## config.mk

```make
export PLATFORM = sky130hd
export DESIGN_NAME = phase_sequencer_ctrl_flat
export DESIGN_NICKNAME = d
export VERILOG_FILES = /design/src/rtl/phase_sequencer_ctrl_if.sv /design/src/rtl/phase_sequencer_ctrl.sv /design/src/flat_wrapper.sv
export SDC_FILE = /design/constraint.sdc
export NUM_CORES = 1
export LEC_CHECK = 0
export BUFFER_PORTS_ARGS = -buffer_cell sky130_fd_sc_hd__buf_2
export CAP_MARGIN = 20
export CORE_MARGIN = 2
export CORE_UTILIZATION = 35
export DETAILED_ROUTE_END_ITERATION = 6
export HOLD_SLACK_MARGIN = 0.05
export MAX_ROUTING_LAYER = met4
export PLACE_DENSITY_LB_ADDON = 0.12
export SYNTH_ARGS = -nofsm -noshare
export SYNTH_HDL_FRONTEND = slang
export SYNTH_SLANG_ARGS = --single-unit
```

## constraint.sdc

```tcl
create_clock -name clk -period 3.3 [get_ports clk]
set_input_delay 0.99 -clock clk [delete_from_list [all_inputs] [get_ports clk]]
set_output_delay 0.99 -clock clk [all_outputs]
set_load 0.02 [all_outputs]
```

## src/rtl/phase_sequencer_ctrl_if.sv

```systemverilog
// Control bundle between the sequencer and the 16-bit core datapath.
// master = core/bench side, slave = phase_sequencer_ctrl.
interface phase_sequencer_ctrl_if;
   logic        run;
   logic        step;
   logic        mem_rdy;
   logic [15:0] instruction;
   logic        S;
   logic        Z;
   logic        C;
   logic        V;
   logic [2:0]  phase;
   logic        halted;
   logic        busy;
   logic        illegal;
   logic [5:0]  alu_instruction;
   logic [19:0] ctrl;

   modport master (
      output run, step, mem_rdy, instruction, S, Z, C, V,
      input  phase, halted, busy, illegal, alu_instruction, ctrl
   );

   modport slave (
      input  run, step, mem_rdy, instruction, S, Z, C, V,
      output phase, halted, busy, illegal, alu_instruction, ctrl
   );
endinterface

```

## src/rtl/phase_sequencer_ctrl.sv

```systemverilog
// Phase counter, run/step/halt FSM, memory wait and branch latch
// for the multi-cycle 16-bit core; emits phase-gated enables.
module phase_sequencer_ctrl #(
   parameter int NUM_PHASES = 5,
   parameter int MEM_PHASE  = 3,
   parameter bit WAIT_EN    = 1'b1
) (
   input logic                   clk,
   input logic                   rst,
   phase_sequencer_ctrl_if.slave bus
);
   localparam logic [2:0] WB = 3'(NUM_PHASES - 1);
   localparam logic [2:0] MP = 3'(MEM_PHASE);

   typedef enum logic [1:0] {
      S_IDLE,
      S_RUN,
      S_WAIT,
      S_HALT
   } state_t;

   state_t     state_q, state_d;
   logic [2:0] phase_q, phase_d;
   logic       taken_q, taken_d;
   logic       step_mode_q, step_mode_d;

   logic [1:0] op;
   logic [2:0] r1, r2;
   logic [3:0] aop;

   assign op  = bus.instruction[15:14];
   assign r1  = bus.instruction[13:11];
   assign r2  = bus.instruction[10:8];
   assign aop = bus.instruction[7:4];

   logic c_alu, c_cmp, c_mov, c_shift, c_in, c_out, c_hlt;
   logic c_ld, c_st, c_li, c_b, c_bc, c_br, c_legal;

   assign c_alu   = (op == 2'b11) && (aop <= 4'd4);
   assign c_cmp   = (op == 2'b11) && (aop == 4'd5);
   assign c_mov   = (op == 2'b11) && (aop == 4'd6);
   assign c_shift = (op == 2'b11) && (aop[3:2] == 2'b10);
   assign c_in    = (op == 2'b11) && (aop == 4'd12);
   assign c_out   = (op == 2'b11) && (aop == 4'd13);
   assign c_hlt   = (op == 2'b11) && (aop == 4'd15);
   assign c_ld    = (op == 2'b00);
   assign c_st    = (op == 2'b01);
   assign c_li    = (op == 2'b10) && (r1 == 3'd0);
   assign c_b     = (op == 2'b10) && (r1 == 3'd4);
   assign c_bc    = (op == 2'b10) && (r1 == 3'd7) && !r2[2];
   assign c_br    = c_b || c_bc;
   assign c_legal = c_alu || c_cmp || c_mov || c_shift || c_in
                 || c_out || c_hlt || c_ld || c_st || c_li || c_br;

   logic cond;
   always_comb begin
      cond = 1'b0;
      if (c_b) begin
         cond = 1'b1;
      end else if (c_bc) begin
         unique case (r2[1:0])
            2'd0:    cond = bus.Z;
            2'd1:    cond = bus.S ^ bus.V;
            2'd2:    cond = bus.Z | (bus.S ^ bus.V);
            default: cond = ~bus.Z;
         endcase
      end
   end

   // WAIT keeps the MEM_PHASE enables alive, so it gates like RUN
   logic active, p0, p1, p2, pm, pwb, held;
   assign active = (state_q == S_RUN) || (state_q == S_WAIT);
   assign p0     = active && (phase_q == 3'd0);
   assign p1     = active && (phase_q == 3'd1);
   assign p2     = active && (phase_q == 3'd2);
   assign pm     = active && (phase_q == MP);
   assign pwb    = active && (phase_q == WB);
   assign held   = active && (phase_q != 3'd0);

   logic aluc_e, ar_e, br_e, dr_e, mdr_e, ir_e, reg_e, genr_w;
   logic mem_e, mem_w, jump, out_s;
   logic m2_s, m3_s, m4_s, m5_s, m6_s, m7_s, m8_s;

   assign ir_e   = p0;
   assign ar_e   = p1 && (c_alu || c_cmp || c_st || c_out || c_br);
   assign br_e   = p1 && (c_alu || c_cmp || c_shift || c_ld || c_st || c_br);
   assign aluc_e = p2 && (c_alu || c_cmp || c_mov || c_shift
                       || c_ld || c_st || c_br);
   assign dr_e   = p2 && (c_alu || c_shift || c_ld || c_st || c_br);
   assign mem_e  = pm && (c_ld || c_st || c_in);
   assign mem_w  = pm && c_st;
   assign mdr_e  = pm && (c_ld || c_in);
   assign genr_w = pwb && (c_alu || c_mov || c_shift || c_in || c_ld || c_li);
   assign reg_e  = pwb && c_legal && !c_hlt;
   assign out_s  = pwb && c_out;
   assign jump   = pwb && taken_q;
   assign m2_s   = held && (c_shift || c_ld || c_st || c_br);
   assign m3_s   = held && c_br;
   assign m4_s   = held && (c_ld || c_in);
   assign m5_s   = held && (c_alu || c_mov || c_shift || c_in || c_li);
   assign m6_s   = held && c_st;
   assign m7_s   = held && c_in;
   assign m8_s   = held && c_li;

   // Bit 19 is a spare, tied low
   assign bus.ctrl = {1'b0, aluc_e, ar_e, br_e, dr_e, mdr_e, ir_e, reg_e,
                      genr_w, mem_e, mem_w, jump, m2_s, m3_s, m4_s,
                      m5_s, m6_s, m7_s, m8_s, out_s};

   assign bus.phase   = phase_q;
   assign bus.halted  = (state_q == S_HALT);
   assign bus.busy    = active;
   assign bus.illegal = (state_q == S_RUN) && (phase_q == WB) && !c_legal;
   assign bus.alu_instruction = (op == 2'b11) ? {op, aop}
                                              : bus.instruction[15:10];

   always_comb begin
      state_d     = state_q;
      phase_d     = phase_q;
      taken_d     = taken_q;
      step_mode_d = step_mode_q;
      unique case (state_q)
         S_IDLE: begin
            phase_d = 3'd0;
            taken_d = 1'b0;
            if (bus.run || bus.step) begin
               state_d     = S_RUN;
               step_mode_d = bus.step && !bus.run;
            end
         end
         S_RUN: begin
            if (phase_q == WB) begin
               phase_d = 3'd0;
               taken_d = 1'b0;
               if (c_hlt)
                  state_d = S_HALT;
               else if (step_mode_q || !bus.run)
                  state_d = S_IDLE;
            end else if (WAIT_EN && mem_e && !bus.mem_rdy) begin
               state_d = S_WAIT;
            end else begin
               phase_d = phase_q + 3'd1;
               if (phase_q == WB - 3'd1)
                  taken_d = cond;
            end
         end
         S_WAIT: begin
            if (bus.mem_rdy) begin
               state_d = S_RUN;
               phase_d = MP + 3'd1;
               if (MP == WB - 3'd1)
                  taken_d = cond;
            end
         end
         default: begin
            phase_d = 3'd0;
            taken_d = 1'b0;
         end
      endcase
   end

   always_ff @(posedge clk) begin
      if (!rst) begin
         state_q     <= S_IDLE;
         phase_q     <= 3'd0;
         taken_q     <= 1'b0;
         step_mode_q <= 1'b0;
      end else begin
         state_q     <= state_d;
         phase_q     <= phase_d;
         taken_q     <= taken_d;
         step_mode_q <= step_mode_d;
      end
   end
endmodule

```

## src/flat_wrapper.sv

```systemverilog
// flat-port wrapper written by rule: the top's interface ports become plain ports
module phase_sequencer_ctrl_flat 
#(
   parameter int NUM_PHASES = 5,
   parameter int MEM_PHASE  = 3,
   parameter bit WAIT_EN    = 1'b1
)
  (clk, rst, bus_run, bus_step, bus_mem_rdy, bus_instruction, bus_S, bus_Z, bus_C, bus_V, bus_phase, bus_halted, bus_busy, bus_illegal, bus_alu_instruction, bus_ctrl);
  phase_sequencer_ctrl_if bus_i ();
  input logic clk;
  input logic rst;
  input wire logic [$bits(bus_i.run)-1:0] bus_run;
  input wire logic [$bits(bus_i.step)-1:0] bus_step;
  input wire logic [$bits(bus_i.mem_rdy)-1:0] bus_mem_rdy;
  input wire logic [$bits(bus_i.instruction)-1:0] bus_instruction;
  input wire logic [$bits(bus_i.S)-1:0] bus_S;
  input wire logic [$bits(bus_i.Z)-1:0] bus_Z;
  input wire logic [$bits(bus_i.C)-1:0] bus_C;
  input wire logic [$bits(bus_i.V)-1:0] bus_V;
  output wire logic [$bits(bus_i.phase)-1:0] bus_phase;
  output wire logic [$bits(bus_i.halted)-1:0] bus_halted;
  output wire logic [$bits(bus_i.busy)-1:0] bus_busy;
  output wire logic [$bits(bus_i.illegal)-1:0] bus_illegal;
  output wire logic [$bits(bus_i.alu_instruction)-1:0] bus_alu_instruction;
  output wire logic [$bits(bus_i.ctrl)-1:0] bus_ctrl;
  assign bus_i.run = bus_run;
  assign bus_i.step = bus_step;
  assign bus_i.mem_rdy = bus_mem_rdy;
  assign bus_i.instruction = bus_instruction;
  assign bus_i.S = bus_S;
  assign bus_i.Z = bus_Z;
  assign bus_i.C = bus_C;
  assign bus_i.V = bus_V;
  assign bus_phase = bus_i.phase;
  assign bus_halted = bus_i.halted;
  assign bus_busy = bus_i.busy;
  assign bus_illegal = bus_i.illegal;
  assign bus_alu_instruction = bus_i.alu_instruction;
  assign bus_ctrl = bus_i.ctrl;
  phase_sequencer_ctrl #(.NUM_PHASES(NUM_PHASES), .MEM_PHASE(MEM_PHASE), .WAIT_EN(WAIT_EN)) u_core (.clk(clk), .rst(rst), .bus(bus_i));
endmodule
```

# Word-level counts from Yosys, hierarchy flattened
# Cells that the tools add are included.
# word_totals
reg_bits	7
output_inout_bits	32
wordCells	151
# classes
reduce_logical	96
magnitude_cmp	1
bitwise_logic	3
n_addsub	1
n_eq_ne	26
muxes	20
# ops
op	n
$logic_and 1x1->1	40
$logic_or 1x1->1	40
$eq 2x2->1 const B	6
$eq 4x4->1 const B	3
$mux 2	6
$eq 3x3->1 const B	3
$mux 3	3
$ne 3x3->1 const B	3
$eq 4x3->1 const B	2
$eq 2x1->1 const B	3
$eq 3x2->1 const B	2
$logic_not 2->1	3
$logic_not 3->1	2
$mux 1	6
$pmux 2 s3	1
$pmux 3 s2	1
$reduce_bool 3->1	2
$logic_not 1->1	5
$reduce_and 5->1	1
$le 4x3->1 const B	1
$mux 4	1
$ne 4x3->1 const B	1
$reduce_and 2->1	2
$add 3x1->3 const B	1
9 further kinds	9

# Longest topological paths before layout
# Gate-level depths: netlist (run 1).
# depth
ltp_word	14
depth_mapped	6
depth_no_buf	6

# Least setup slack after synthesis (run 1)
# No wires, ideal clock.
# synth_timing
path_type	input port to output port
start	in bus_instruction[5]
end	out bus_ctrl[14]
required_ps	2310
stages	4
n_path_buf	1
arrival_time_ps	1922
slack_ps	388
path_cell_list	or3b_4 -> o31a_1 -> nor2_1 -> buf_4
# synth_between
elab_chain_cells	4
# synth_lines
item	line_no	rtl
start: declaration	flat_wrapper.sv:15	input wire logic [$bits(bus_i.instruction)-1:0] bus_instruction;
$eq 4x4->1	phase_sequencer_ctrl.sv:43	assign c_in = (op == 2'b11) && (aop == 4'd12);
$logic_and 1x1->1	phase_sequencer_ctrl.sv:43	
$logic_or 1x1->1	phase_sequencer_ctrl.sv:92	assign mdr_e = pm && (c_ld || c_in);
$logic_and 1x1->1	phase_sequencer_ctrl.sv:92	
end: declaration	flat_wrapper.sv:25	output wire logic [$bits(bus_i.ctrl)-1:0] bus_ctrl;
# No other way between the ends.

# Final worst setup path (run 1)
# layout_timing
start	in bus_instruction[14]
end	out bus_illegal
# layout_between
elab_chain_cells	14
# layout_lines
item	line_no	rtl
$eq 2x2->1	-	
$logic_and 1x1->1 (on tied branches)	phase_sequencer_ctrl.sv:39, phase_sequencer_ctrl.sv:40	
$logic_or 1x1->1 (4 in series)	phase_sequencer_ctrl.sv:52	assign c_legal = c_alu || c_cmp || c_mov || c_shift || c_in
$logic_or 1x1->1 (5 in series)	phase_sequencer_ctrl.sv:53	|| c_out || c_hlt || c_ld || c_st || c_li || c_br;
$logic_or 1x1->1 *	phase_sequencer_ctrl.sv:53	
$logic_not 1->1 *	phase_sequencer_ctrl.sv:113	assign bus.illegal = (state_q == S_RUN) && (phase_q == WB) && !c_legal;
$logic_and 1x1->1 *	phase_sequencer_ctrl.sv:113	
end: declaration	flat_wrapper.sv:23	output wire logic [$bits(bus_i.illegal)-1:0] bus_illegal;
# Mark *: on every way between the ends. The rest lies on a longest branch, timed or not.

==> summary.txt, run 1 <==
Status
  – Outcome: finished clean

Global routing
  – Global-route wire length before repair: 5310 µm
  – Largest net degree at the start of global routing: 15
  – Vias in the first global route: between 1,000 and 1,500
  – Antenna violations before repair: 0
  – Total congestion overflow: 0
  – GRT Util Overall: around 16%

STA
  – Fin crit share: a little over nine tenths
  – Fin crit period: between 3 and 4 ns
  – Min setup slack post-route: 0.162 ns
  – # setup viols final: 0
  – Fmax: 319 MHz
  – RSZ-0062 raised after global routing: no
  – Slew @ Worst Pin: 0.503 ns
  – Slew HR: between 60% and 70%
  – Final Hold Fails: 0
  – Final Max Tran Viols: 0
  – Setup TNS: 0 ns
  – Clock skew: between 0.001 and 0.0015 ns

Setup path
  – Crit start category: input pin
  – CP endpoint kind: output port
  – Reg2Reg Setup Slack: approximately 1.4 ns
  – Cells on worst reg2reg path: 6
  – RR Startpoint: u_core.state_q[1]
  – CP startpoint: bus_instruction[14]
  – Crit Path Max Fanout: 3
  – RR Endpoint: u_core.state_q[1]
  – Worst path arrival time: approximately 2.2 ns
  – Critical Path RT: roughly 2.3 ns
  – Setup CP Type: in2out

Min path
  – Hold path start: u_core.taken_q
  – Hold Crit Endpoint: u_core.taken_q
  – Type of the tightest min-delay check: reg2reg
  – Worst Hold Depth: 2

Layout
  – Area occupied by multi-input gates: between 800 and 900 µm²
  – Commonest non-fill, non-tap cell in the layout: buf_2
  – Antenna diodes: 0
  – Layout area overhead: 14.5%
  – Register Area: between 100 and 150 µm²
  – Post-route cell area: roughly 1400 µm²
  – Core Util, Final: a little over two fifths
  – Post-layout nets: 242
  – Most frequent cells in the layout: buf_2, nand2_1, nor2_1
  – Fraction of layout instances using a drive strength above 1: 31.9%
  – Fillers: roughly 400

Synth
  – Synth Area in Simple Gates: roughly 28%
  – Compound-Gate Fraction of Synth Area: 25.2%
  – Mapped Cells: 175
  – Syn_area_per_cell: ~7.1 µm²
  – Post-synthesis mux area share: about 5.2%
  – Synth Area in Adders: a little under a tenth
  – XOR/XNOR Fraction of Synth Area: about 1.4%
  – Synth Cell Area: roughly 1200 µm²
  – Syn nets: roughly 210
  – Yosys cell types: 53
  – Synthesized flop and latch total: 7
  – Post-synth EDFFs: 0
  – Most used flip-flop cell after synthesis: dfxtp_1
  – Combinational family with the most area after synthesis: simple AND/OR/NAND/NOR gates
  – Ys Warns: 0
  – Seq/Total Area, Yosys: between 10 and 15%
  – Ys async rst share: 0%

Clocking
  – H-tree Lvls: 1
  – CTS root buffer: clkbuf_4
  – Post-CTS Repair Setup Buffers: 0
  – TritonCTS clock tree: done
  – Cts hold-fix bufs: 0
  – CTS Buf Count: 3
  – # clock sinks: 7
  – Clock latency at the later pin of the worst-skew pair: approximately 0.25 ns
  – CTS max path bufs: 2
  – Clk slew on worst S/H paths: around 0.05 ns
  – Post-CTS sizing: 0

Floorplan
  – IO Count: 57
  – Die width: approximately 63 µm
  – Cell Rows: 21
  – Die Height: around 63 µm
  – Die ar.: 4030 µm²
  – Initial Utilization: around 37%
  – Core outline area: about 3400 µm²

Power and ir drop
  – Leakage power: between 0.7 and 0.8 nW
  – PD cells: between 400 and 500 nW/µm²
  – IR drop worst, VDD: approximately 0.00026 V

Route
  – Drt drc: 0
  – DRT Pass-1 Iters: 4
  – Vias: around 1,300
  – DR vias/cell: about 5.1
  – Routed Antenna Nets: 0
  – DRT Wirelength: 3340 µm
  – Drt wl/cell: roughly 13 µm
  – Initial DRC Count: 51

Place
  – Port buffer count: 50
  – Area after DPL: roughly 1400 µm²
  – HPWL after detailed placement: 2740 µm
  – Final GP Congestion: 0.849
  – Pre-CTS setup slack: between 0.07 and 0.08 ns

Run
  – Maxcap violations: 0
-- per-stage QoR --
step / total power, mW / std cells / hold WS, ns
final: 0.599 / 253 / 0.454
after CTS: 0.602 / 253 / 0.462
after detailed placement: 0.522 / 249 / 0.456
after global routing: 0.656 / 253 / 0.483
after global placement: 0.516 / 249 / 0.449
after floorplan: 0.430 / 175 / 0.430
-- worst max-delay path by stage --
stage | endpoint | slack [ns] | cells past startpoint
finish | bus_illegal | 0.16 | 6
global route | bus_illegal | 0.08 | 6
CTS | bus_illegal | 0.07 | 6
detailed placement | bus_illegal | 0.08 | 6
global placement | bus_illegal | 0.07 | 6
floorplan | bus_ctrl[14] | 0.39 | 4
-- power by group --
part | switching, mW | internal [mW] | leakage [nW]
Sequential | 0.0195 | 0.103 | 0.0571
Combinational | 0.248 | 0.152 | 0.634
Clock | 0.0311 | 0.0461 | 0.0150
-- synthesized netlist by cell type, types with 2 or more instances --
library cell / number / share of area, %
nor3b_1: 2 / 1.2
nor3_1: 3 / 1.2
mux2i_1: 3 / 2.4
o31ai_1: 2 / 1.2
and3b_1: 2 / 1.4
ha_1: 9 / 9.1
a211oi_1: 2 / 1.2
a211o_1: 2 / 1.4
nand2_1: 21 / 6.4
nand3b_1: 2 / 1.2
o211a_1: 2 / 1.6
nor2b_1: 6 / 3.0
nor2_1: 16 / 4.8
mux2_1: 3 / 2.7
buf_4: 25 / 15
buf_2: 2 / 0.81
a21oi_1: 11 / 4.4
dfxtp_1: 7 / 11
and2_1: 2 / 1.0
o21ai_1: 2 / 0.81
nand4_1: 3 / 1.5
nand3_1: 4 / 1.6
o21ai_0: 4 / 1.6
inv_1: 10 / 3.0
o21bai_1: 2 / 1.2
-- final cells by class --
| cell class | instances | area share (%) |
|---|---|---|
| timing repair buffer | 55 | 20.3 |
| inverter | 12 | 3.35 |
| clock buffer | 4 | 1.85 |
| tap | 46 | 4.06 |
| sequential | 7 | 9.88 |
| multi-input combinational | 129 | 60.6 |
-- sequential cells by signal, indices dropped and copies added (netlist names) --
name,cells
u_core.state_q,2
u_core.step_mode_q,1
u_core.bus.phase,3
u_core.taken_q,1
-- metal layers --
layer,vias to the layer above,track usage [%],wire length (µm)
li1,658,-,-
met1,599,23.1,1680
met2,44,25.1,1490
met3,0,3.93,167
met4,0,0.815,0
met5,-,-,0
-- critical path, stage by stage --
cell and delay [ns]:
buf_2 0.11, nor4b_2 0.31, nor2b_1 0.26, a41oi_1 0.09, and4_1 0.23, buf_2 0.15
-- logic make-up (layout without fill, tap and decap cells) --
group,Yosys count,in the layout
adders and majority gates,9,9
and+or+nand+nor,68,68
buffers and inverters,39,71
xor gates and xnor gates,2,2
other,1,1
muxes,6,6
DFF,7,7
AOI/OAI and AO/OA,43,43
No activity file was read; power rests on OpenSTA's default activity.
==> inputs of run 2 (changes only) <==
--- a/config.mk
+++ b/config.mk
@@ -13,6 +13,7 @@
 export HOLD_SLACK_MARGIN = 0.05
 export MAX_ROUTING_LAYER = met4
 export PLACE_DENSITY_LB_ADDON = 0.12
+export REMOVE_ABC_BUFFERS = 1
 export SYNTH_ARGS = -nofsm -noshare
 export SYNTH_HDL_FRONTEND = slang
 export SYNTH_SLANG_ARGS = --single-unit
==> run 2 against run 1 <==
Effect of this change:
- critical endpoint unchanged
- via count up 0.69%
- final area up 0.53%
- sequential share of layout area down 0.052 points
- critical path depth unchanged
- count of clock-buffer cells in the layout unchanged
- worst hold slack better by 0.0089 ns
- non-clock buffer count up 1
- die area unchanged
- highest routed layer is now met4
==> summary.txt, run 2 (synthesized netlist as in run 1, its figures left out) <==
Layout
  – Post-route cell area: 1430 µm² (was 1420 µm²)
  – Layout area overhead: 15.2% (was 14.5%)
  – Largest register FFs: 3 (unchanged)
  – Fillers: 380 (was 395)
  – Post-Layout Cell Count: 254 (was 253)
  – Post-layout nets: 243 (was 242)
  – Fraction of layout instances using a drive strength above 1: 32.2% (was 31.9%)
  – Antenna diodes: 0 (unchanged)
  – Most frequent cells in the layout: buf_2, nand2_1, nor2_1 (unchanged)
  – Core Util, Final: 42.4% (was 42.2%)
  – Commonest non-fill, non-tap cell in the layout: buf_2 (unchanged)

Setup path
  – Setup CP Type: in2out (unchanged)
  – Crit start category: input pin (unchanged)
  – Reg2Reg Setup Slack: 1.46 ns (was 1.42 ns)
  – Worst path arrival time: 2.19 ns (was 2.15 ns)
  – CP endpoint kind: output port (unchanged)
  – Crit Path Max Fanout: 3 (unchanged)
  – Critical Path RT: 2.31 ns (about the same)

Clocking
  – Clk slew on worst S/H paths: 0.06 ns (was 0.05 ns)
  – TritonCTS clock tree: done (unchanged)
  – # clock sinks: 7 (unchanged)
  – Clock latency at the later pin of the worst-skew pair: 0.25 ns (about the same)
  – Cts hold-fix bufs: 0 (unchanged)
  – CTS root buffer: clkbuf_4 (unchanged)
  – CTS Buf Count: 3 (unchanged)
  – CTS max path bufs: 2 (unchanged)
  – H-tree Lvls: 1 (unchanged)
  – Post-CTS Repair Setup Buffers: 0 (unchanged)

Floorplan
  – Die Height: 63.5 µm (unchanged)
  – IO Count: 57 (unchanged)
  – Die width: 63.5 µm (unchanged)
  – Cell Rows: 21 (unchanged)
  – Core outline area: 3360 µm² (unchanged)
  – Initial Utilization: 36.8% (unchanged)
  – Die ar.: 4030 µm² (unchanged)

Route
  – DR vias/cell: 5.16 (was 5.14)
  – DRT Pass-1 Iters: 4 (unchanged)
  – Vias: 1,310 (was 1,301)
  – DRT Wirelength: 3420 µm (was 3340 µm)
  – Drt drc: 0 (unchanged)
  – Initial DRC Count: 83 (was 51)
  – Routed Antenna Nets: 0 (unchanged)
  – Drt wl/cell: 13.5 µm (was 13.2 µm)

Power and ir drop
  – IR drop worst, VDD: 0.000203 V (was 0.000265 V)
  – PD cells: 419 nW/µm² (was 422 nW/µm²)
  – Power consumption: 598 µW (was 599 µW)
  – Leakage power: 0.711 nW (was 0.706 nW)

Global routing
  – Antenna violations before repair: 0 (unchanged)
  – GRT Util Overall: 18.0% (was 16.4%)
  – Total congestion overflow: 0 (unchanged)
  – Global-route wire length before repair: 5740 µm (was 5310 µm)
  – Vias in the first global route: 1,275 (was 1,170)
  – Largest net degree at the start of global routing: 15 (unchanged)

STA
  – Min setup slack post-route: 0.118 ns (was 0.162 ns)
  – Final Max Tran Viols: 0 (unchanged)
  – Clock skew: 0.00722 ns (was 0.00103 ns)
  – Hold Slack: 0.463 ns (was 0.454 ns)
  – Final Hold Fails: 0 (unchanged)
  – RSZ-0062 raised after global routing: no (unchanged)
  – Fin crit period: 3.18 ns (was 3.14 ns)
  – Fmax: 314 MHz (was 319 MHz)
  – Fin crit share: 96.4% (was 95.1%)
  – Setup TNS: 0 ns (unchanged)
  – # setup viols final: 0 (unchanged)
  – Slew @ Worst Pin: 0.545 ns (was 0.503 ns)
  – Slew HR: 63.5% (was 66.3%)

Run
  – Maxcap violations: 0 (unchanged)

Place
  – Area after DPL: 1390 µm² (about the same)
  – Placed cell count: 250 (was 249)
  – Final GP Congestion: 0.945 (was 0.849)
  – Pre-CTS setup slack: 0.0344 ns (was 0.0760 ns)
  – HPWL after detailed placement: 2790 µm (was 2740 µm)
  – Port buffer count: 50 (unchanged)

Min path
  – Type of the tightest min-delay check: reg2reg (unchanged)

Status
  – Outcome: finished clean (unchanged)
run 2: changes by cell type in the layout (fill, tap and decap cells not counted), sizes merged:
cell | before | now
buf | 55 | 56
run 2: cell type report:
| type | instances | area (µm²) | area share (%) |
|---|---|---|---|
| Multi-Input combinational cell | 129 | 860 | 60.3 |
| Inverter | 12 | 47.5 | 3.33 |
| Tap cell | 46 | 57.6 | 4.04 |
| Clock buffer | 4 | 26.3 | 1.84 |
| Sequential cell | 7 | 140 | 9.82 |
| Timing Repair Buffer | 56 | 295 | 20.7 |
run 2: path summary, 6_finish.rpt:
| check | end | depth (start not counted) | startpoint |
|---|---|---|---|
| max reg2reg | u_core.bus.phase[2] | 6 | u_core.state_q[0] |
| min | u_core.taken_q | 2 | u_core.taken_q |
| min reg2reg | u_core.taken_q | 2 | u_core.taken_q |
| max | bus_illegal | 6 | bus_instruction[14] |
run 2: report_power, final:
group / total [mW] / switching, mW / leakage [nW] / internal [mW]
Sequential: 0.122 / 0.0191 / 0.0571 / 0.103
Combinational: 0.398 / 0.245 / 0.639 / 0.153
Clock: 0.0789 / 0.0327 / 0.0150 / 0.0462
Total: 0.598 / 0.296 / 0.711 / 0.302
run 2: worst max-delay path, cell delays in order:
cell     delay (ns)
buf_2          0.11
nor4b_2        0.33
nor2b_1        0.29
a41oi_1        0.09
and4_1         0.22
buf_2          0.15
run 2: per-layer routing:
layer / share of wire (%) / up-vias / global-route usage [%]
met3: 5.2 / 4 / 3.04
met5: 0 / - / -
met2: 46 / 46 / 30.3
li1: - / 664 / -
met1: 47 / 596 / 22.5
met4: 0.99 / 0 / 4.08
run 2: repair_timing:
action / CTS / global route
endpoints found under the setup margin: 0 / 5
endpoints found under the hold margin: 0 / 0
resized for setup: 0 / 1
